**config.mk**
```make
export PLATFORM = sky130hd
export DESIGN_NAME = i2c_txn_arbiter
export DESIGN_NICKNAME = d
export VERILOG_FILES = /design/src/rtl/i2c_txn_arbiter_pkg.sv /design/src/rtl/i2c_txn_arbiter_rr_arbiter.sv /design/src/rtl/i2c_txn_arbiter.sv
export SDC_FILE = /design/constraint.sdc
export NUM_CORES = 1
export LEC_CHECK = 0
export CAP_MARGIN = 5
export CORE_MARGIN = 5
export CORE_UTILIZATION = 41
export DETAILED_ROUTE_END_ITERATION = 6
export PLACE_DENSITY = 0.77
export SYNTH_ARGS = -nofsm -noshare
export SYNTH_HDL_FRONTEND = slang
export SYNTH_SLANG_ARGS = --single-unit
```
**constraint.sdc**
```tcl
create_clock -name clk_in -period 2 [get_ports clk_in]
set_input_delay 0.4 -clock clk_in [delete_from_list [all_inputs] [get_ports clk_in]]
set_output_delay 0.4 -clock clk_in [all_outputs]
set_load 0.02 [all_outputs]
```
**src/rtl/i2c_txn_arbiter_pkg.sv**
```systemverilog
// I2C mode constants, command record and FSM state types shared by the arbiter and its round-robin picker.
// Mode classes decide which master ack pulse ends a transaction.
package i2c_txn_arbiter_pkg;

   localparam logic [7:0] I2C_Wait          = 8'h00;
   localparam logic [7:0] I2C_Write_Reg     = 8'h01;
   localparam logic [7:0] I2C_Write_Cmd     = 8'h02;
   localparam logic [7:0] I2C_Write_Direct  = 8'h03;
   localparam logic [7:0] I2C_Read_Reg      = 8'h04;
   localparam logic [7:0] I2C_Read_Burst    = 8'h05;
   localparam logic [7:0] I2C_Read_Directly = 8'h06;

   typedef enum logic [1:0] {
      ST_IDLE = 2'd0,
      ST_BUSY = 2'd1,
      ST_GAP  = 2'd2
   } state_t;

   typedef enum logic [1:0] {
      MODE_ILLEGAL = 2'd0,
      MODE_WRITE   = 2'd1,
      MODE_READ    = 2'd2
   } mode_class_t;

   typedef struct packed {
      logic [7:0] cfg;
      logic [6:0] dev_addr;
      logic [7:0] reg_addr;
      logic [7:0] wdata;
      logic [7:0] num;
   } cmd_t;

   function automatic mode_class_t mode_class(input logic [7:0] cfg);
      if (cfg >= I2C_Write_Reg && cfg <= I2C_Write_Direct)
         return MODE_WRITE;
      else if (cfg >= I2C_Read_Reg && cfg <= I2C_Read_Directly)
         return MODE_READ;
      else
         return MODE_ILLEGAL;
   endfunction

endpackage

```
**src/rtl/i2c_txn_arbiter_rr_arbiter.sv**
```systemverilog
// Combinational round-robin pick: first set request at or after ptr, wrapping; zero latency.
// No backpressure of its own; the caller decides when the pick is taken.
module rr_arbiter #(
   parameter int NUM_REQ = 2,
   parameter int PW      = 1
) (
   input  logic [NUM_REQ-1:0] req,
   input  logic [PW-1:0]      ptr,
   output logic               any_vld,
   output logic [NUM_REQ-1:0] win_oh,
   output logic [PW-1:0]      win_idx
);

   // Scan from the farthest offset down so the nearest requester overwrites last.
   always_comb begin
      any_vld = 1'b0;
      win_oh  = '0;
      win_idx = '0;
      for (int k = NUM_REQ - 1; k >= 0; k--) begin
         if (req[(int'(ptr) + k) % NUM_REQ]) begin
            any_vld = 1'b1;
            win_idx = PW'((int'(ptr) + k) % NUM_REQ);
            win_oh  = '0;
            win_oh[(int'(ptr) + k) % NUM_REQ] = 1'b1;
         end
      end
   end

endmodule

```
**src/rtl/i2c_txn_arbiter.sv**
```systemverilog
// Shares one I2C master among NUM_REQ requesters: grant 1 cycle after req_valid, done on matching ack or timeout.
// Requesters hold req_valid until grant; new requests wait while busy (transaction plus GAP_CYC idle cycles).
module i2c_txn_arbiter
   import i2c_txn_arbiter_pkg::*;
#(
   parameter int NUM_REQ     = 2,
   parameter int GAP_CYC     = 16,
   parameter int TIMEOUT_CYC = 2000000
) (
   input  logic                   clk_in,
   input  logic                   rst_n,
   input  logic [NUM_REQ-1:0]     req_valid,
   input  logic [8*NUM_REQ-1:0]   req_config,
   input  logic [7*NUM_REQ-1:0]   req_dev_addr,
   input  logic [8*NUM_REQ-1:0]   req_reg_addr,
   input  logic [8*NUM_REQ-1:0]   req_wdata,
   input  logic [8*NUM_REQ-1:0]   req_num,
   output logic [NUM_REQ-1:0]     grant,
   output logic [NUM_REQ-1:0]     done,
   output logic                   err,
   output logic                   busy,
   input  logic                   i2c_wr_done_in,
   input  logic                   i2c_rd_done_in,
   output logic [7:0]             i2c_config,
   output logic [6:0]             i2c_device_address,
   output logic [7:0]             i2c_reg_address,
   output logic [7:0]             i2c_write_reg_data,
   output logic [7:0]             i2c_data_num
);

   localparam int PW = (NUM_REQ > 1) ? $clog2(NUM_REQ) : 1;
   localparam int TW = $clog2(TIMEOUT_CYC + 1);
   localparam int GW = $clog2(GAP_CYC + 1);

   state_t              state_q, state_d;
   cmd_t                cmd_q, cmd_d;
   mode_class_t         cls_q, cls_d;
   logic [PW-1:0]       ptr_q, ptr_d;
   logic [PW-1:0]       owner_q, owner_d;
   logic [TW-1:0]       timer_q, timer_d;
   logic [GW-1:0]       gap_q, gap_d;
   logic [NUM_REQ-1:0]  grant_d, done_d;
   logic                err_d, busy_d;
   logic                finish;

   logic                any_vld;
   logic [NUM_REQ-1:0]  win_oh;
   logic [PW-1:0]       win_idx;
   cmd_t                req_cmd [NUM_REQ];

   for (genvar i = 0; i < NUM_REQ; i++) begin : g_unpack
      assign req_cmd[i] = '{cfg:      req_config[8*i +: 8],
                            dev_addr: req_dev_addr[7*i +: 7],
                            reg_addr: req_reg_addr[8*i +: 8],
                            wdata:    req_wdata[8*i +: 8],
                            num:      req_num[8*i +: 8]};
   end

   rr_arbiter #(
      .NUM_REQ (NUM_REQ),
      .PW      (PW)
   ) u_rr (
      .req     (req_valid),
      .ptr     (ptr_q),
      .any_vld (any_vld),
      .win_oh  (win_oh),
      .win_idx (win_idx)
   );

   always_comb begin
      state_d = state_q;
      cmd_d   = cmd_q;
      cls_d   = cls_q;
      ptr_d   = ptr_q;
      owner_d = owner_q;
      timer_d = timer_q;
      gap_d   = gap_q;
      busy_d  = busy;
      grant_d = '0;
      done_d  = '0;
      err_d   = 1'b0;
      finish  = 1'b0;

      case (state_q)
         ST_IDLE: begin
            if (any_vld) begin
               grant_d = win_oh;
               busy_d  = 1'b1;
               owner_d = win_idx;
               ptr_d   = (int'(win_idx) == NUM_REQ - 1) ? '0 : win_idx + 1'b1;
               cmd_d   = req_cmd[win_idx];
               cls_d   = mode_class(req_cmd[win_idx].cfg);
               // An illegal mode must never reach the master.
               if (cls_d == MODE_ILLEGAL)
                  cmd_d.cfg = I2C_Wait;
               timer_d = '0;
               state_d = ST_BUSY;
            end
         end

         ST_BUSY: begin
            timer_d = timer_q + 1'b1;
            if (cls_q == MODE_ILLEGAL) begin
               finish = 1'b1;
               err_d  = 1'b1;
            end else if ((cls_q == MODE_WRITE && i2c_wr_done_in) ||
                         (cls_q == MODE_READ  && i2c_rd_done_in)) begin
               // Checked before the timeout so a same-cycle ack still counts as success.
               finish = 1'b1;
            end else if (timer_q == TW'(TIMEOUT_CYC - 1)) begin
               finish = 1'b1;
               err_d  = 1'b1;
            end
            if (finish) begin
               done_d[owner_q] = 1'b1;
               cmd_d.cfg       = I2C_Wait;
               gap_d           = '0;
               state_d         = ST_GAP;
            end
         end

         ST_GAP: begin
            if (gap_q == GW'(GAP_CYC - 1)) begin
               busy_d  = 1'b0;
               state_d = ST_IDLE;
            end else begin
               gap_d = gap_q + 1'b1;
            end
         end

         default: begin
            state_d = ST_IDLE;
            busy_d  = 1'b0;
         end
      endcase
   end

   always_ff @(posedge clk_in or negedge rst_n) begin
      if (!rst_n) begin
         state_q <= ST_IDLE;
         cmd_q   <= '0;
         cls_q   <= MODE_ILLEGAL;
         ptr_q   <= '0;
         owner_q <= '0;
         timer_q <= '0;
         gap_q   <= '0;
         grant   <= '0;
         done    <= '0;
         err     <= 1'b0;
         busy    <= 1'b0;
      end else begin
         state_q <= state_d;
         cmd_q   <= cmd_d;
         cls_q   <= cls_d;
         ptr_q   <= ptr_d;
         owner_q <= owner_d;
         timer_q <= timer_d;
         gap_q   <= gap_d;
         grant   <= grant_d;
         done    <= done_d;
         err     <= err_d;
         busy    <= busy_d;
      end
   end

   assign i2c_config         = cmd_q.cfg;
   assign i2c_device_address = cmd_q.dev_addr;
   assign i2c_reg_address    = cmd_q.reg_addr;
   assign i2c_write_reg_data = cmd_q.wdata;
   assign i2c_data_num       = cmd_q.num;

endmodule
```
==> results.cfg <==
[outcome]
status = finished, final reports clean

[global_routing]
grt_max_degree = 48
grt_overflow = 0
grt_pass1_wl_um = 17290
antenna_found_initial = 0
grt_usage = 0.1912
grt_pass1_vias = 3663

[drt]
highest_layer = met4
drtPass1Iterations = 5
wl_met1_um = 4256
via_per_inst = 5.448
finalWirelength_um = 10390
via_count = 3432
met2_length_um = 4925
wl_per_cell_um = 16.50
dr.first_iter.drc_count = 100
met3_length_um = 993
ant_nets = 0
drc_errors = 0

[pwr]
p_clk_frac = 0.202
switching_share = 0.3699
power_mw = 6.555
intPower_mw = 4.131
switching_power_mw = 2.425
leakage_nw = 2.512
combPwrFrac = 0.448
ir_drop_mv = 0.6117
p_per_area_mw_per_mm2 = 1181
seqPwrFrac = 0.350

[clocking]
clk_latency_ns = 0.34
cts.sinks = 77
cts_root_buf = clkbuf_8
cts_buffers = 9
clockBufferDepth = 2
cts_tree = done
clkTransAtPathRegs_ns = 0.08
htreeDepth = 3

[worst_setup_path]
crit_start = timer_q[12]$_DFFE_PN0P_
r2r-start = timer_q[12]$_DFFE_PN0P_
cp_max_fo = 7
critPathKind = flip-flop to flip-flop
worst_ep_required_time_ns = 2.23
crit_chain = or4_1, or4_4, o31a_1, and3_1
end_kind = flip-flop
cp_top_family = simple AND/OR/NAND/NOR gates
crit_slowest_cell = or4_1
crit_buf_inv = 0
start_kind = flip-flop
slowest_delay_ns = 0.51
cp.arrival_ns = 2.23

[job]
drv_cap = 0

[synthesis]
yosysTopAreaCell = dfrtp_1
synth_top_area_share = 0.5247
yosys-top-cells-count = 77 x dfrtp_1, 60 x nand2_1, 43 x o21ai_0
yosysUniqueCellTypes = 46
synth_nets = 453
synth.most_common_cell = dfrtp_1
synth_area_mm2 = 0.003672
ys_seq_elements = 77
ys_seq_area_frac = 0.5247
synth-async-reset-ratio = 1.000
ys_warn_count = 0
syn_area_per_cell_um2 = 10.03
netlist_instances = 366
yosys-top-cells-area = dfrtp_1 52%, mux2i_1 9.0%, nand2_1 6.1%, o21ai_0 5.9%, nand4_1 2.2%
synthFlopType = dfrtp_1
synth_edf_count = 0

[sta]
worstMarginPinSlew_ns = 0.5724
setup_violations = 0
timing.slew.headroom = 0.6176
drv_slew = 0
setup_slack_ns = 0.004036
worst_clock_skew_ns = 0.008870
period_needed_ns = 1.996
rsz0062_at_grt = yes
whs_ns = 0.4795
max_freq_mhz = 501.0
fin_crit_sh = 0.9980
hold_viol_final = 0

[place]
pre_cts_slack_ns = -0.3593
gp_congestion = 0.8105
place_area_mm2 = 0.005265
portBuffers = 128
dp_hpwl_um = 8008

[finish]
fin_util = 0.6366
drive_above_1_share = 0.1130
nets = 604
stdcell_area_mm2 = 0.005552
synthToLayoutAreaGrowth_pct = 51.18
antenna_cells = 0

[floorplanning]
rows = 34
initial_utilization = 0.4211
die_y_um = 104.6
io_pins = 129
dieArea_mm2 = 0.01095
coreArea_mm2 = 0.008721
die_w_um = 104.6

[min_path]
worstHoldPathType = flip-flop to flip-flop
hold_path.startpoint = i2c_reg_address[0]$_DFFE_PN0P_
area by class of cell:
| type | instances | area (um2) |
|---|---|---|
| flip-flops and latches | 77 | 1927 |
| clock buffers | 11 | 141.4 |
| multi-input cells | 260 | 1655 |
| inverters | 8 | 30.03 |
| fillers | 709 | 3169 |
| repair buffers | 161 | 1580 |
| clock inverters | 5 | 82.58 |
| well taps | 108 | 135.1 |
layer usage:
| layer | vias to the layer above | track usage |
|---|---|---|
| li1 | 1637 | - |
| met1 | 1638 | 0.2314 |
| met2 | 138 | 0.3090 |
| met3 | 19 | 0.07583 |
| met4 | 0 | 0.07032 |
| met5 | - | 0 |
through the flow:
stage          std cells  setup TNS (ns)
2_1_floorplan        366         -0.4660
3_3_place_gp         609         -0.5503
3_5_place_dp         609          -1.081
4_1_cts              629               0
5_1_grt              630         -0.6559
6_report             630               0
worst min-delay path, delay by kind of cell (launching register included):
kind	cells	cell delay (ns)
and+or+nand+nor	1	0.04
DFF	1	0.35
AOI/OAI and AO/OA	1	0.06
placed cells by master (no fill, tap or decap), types with 2 or more instances in the layout:
| cell | n |
|---|---|
| or4_1 | 3 |
| nand4_1 | 13 |
| nand2b_1 | 4 |
| clkdlybuf4s50_1 | 127 |
| nor3b_1 | 2 |
| nor2b_1 | 3 |
| bufinv_16 | 2 |
| a222oi_1 | 4 |
| a21oi_1 | 3 |
| and3_1 | 12 |
| a31oi_1 | 4 |
| mux2i_1 | 33 |
| o31ai_1 | 6 |
| a21o_1 | 2 |
| o311ai_0 | 3 |
| ha_1 | 3 |
| or4_4 | 2 |
| o211ai_1 | 3 |
| a41oi_1 | 2 |
| nor2_1 | 13 |
| o41ai_1 | 3 |
| nand2_1 | 59 |
| clkbuf_8 | 10 |
| buf_12 | 4 |
| inv_1 | 8 |
| o21ai_0 | 40 |
| nand3_1 | 13 |
| buf_4 | 27 |
| o22ai_1 | 3 |
| xor2_1 | 4 |
| dfrtp_1 | 77 |
| and4_1 | 2 |
state kept, by name (all words and copies together) (netlist names):
register / cells
busy: 1
i2c_device_address: 7
gap_q: 5
cls_q: 2
i2c_write_reg_data: 8
ptr_q: 1
timer_q: 21
grant: 2
state_q: 2
owner_q: 1
err: 1
i2c_config: 8
i2c_data_num: 8
done: 2
i2c_reg_address: 8
logic make-up after synthesis:
logic type,synth area share
adder cells (fa/ha/maj),0.01022
flip-flops,0.5247
multiplexers,0.08995
AND/OR/NAND/NOR,0.1874
AO/OA/AOI/OAI,0.1441
buffers and inverters,0.03407
XOR/XNOR,0.009539
timing repair:
item,4_1_cts,5_1_grt
hold buffers,1,0
buffers inserted,3,0
gates resized for setup,4,3
gates cloned,0,1
setup endpoints to repair,17,15
pin swaps,4,2
endpoints found under the hold margin,25,0
path summary, 6_finish.rpt:
path,depth (start not counted),end,slack [ns]
hold reg to reg,2,i2c_reg_address[0]$_DFFE_PN0P_,0.48
max in group asynchronous,3,i2c_reg_address[2]$_DFFE_PN0P_,0.86
hold / removal,2,i2c_reg_address[0]$_DFFE_PN0P_,0.48
setup reg to reg,4,i2c_config[3]$_DFFE_PN0P_,0.004
min in group asynchronous,2,i2c_config[5]$_DFFE_PN0P_,0.55
setup / recovery,4,i2c_config[3]$_DFFE_PN0P_,0.004
power by group through the flow:
stage | clock network (mW) | registers (mW) | logic, mW
6_report | 1.32 | 2.30 | 2.94
3_3_place_gp | 0 | 2.30 | 2.84
4_1_cts | 1.35 | 2.30 | 2.94
2_1_floorplan | 0 | 2.72 | 1.04
5_1_grt | 1.42 | 2.36 | 3.22
3_5_place_dp | 0 | 2.31 | 2.92
(Power assumes the default switching activity.)
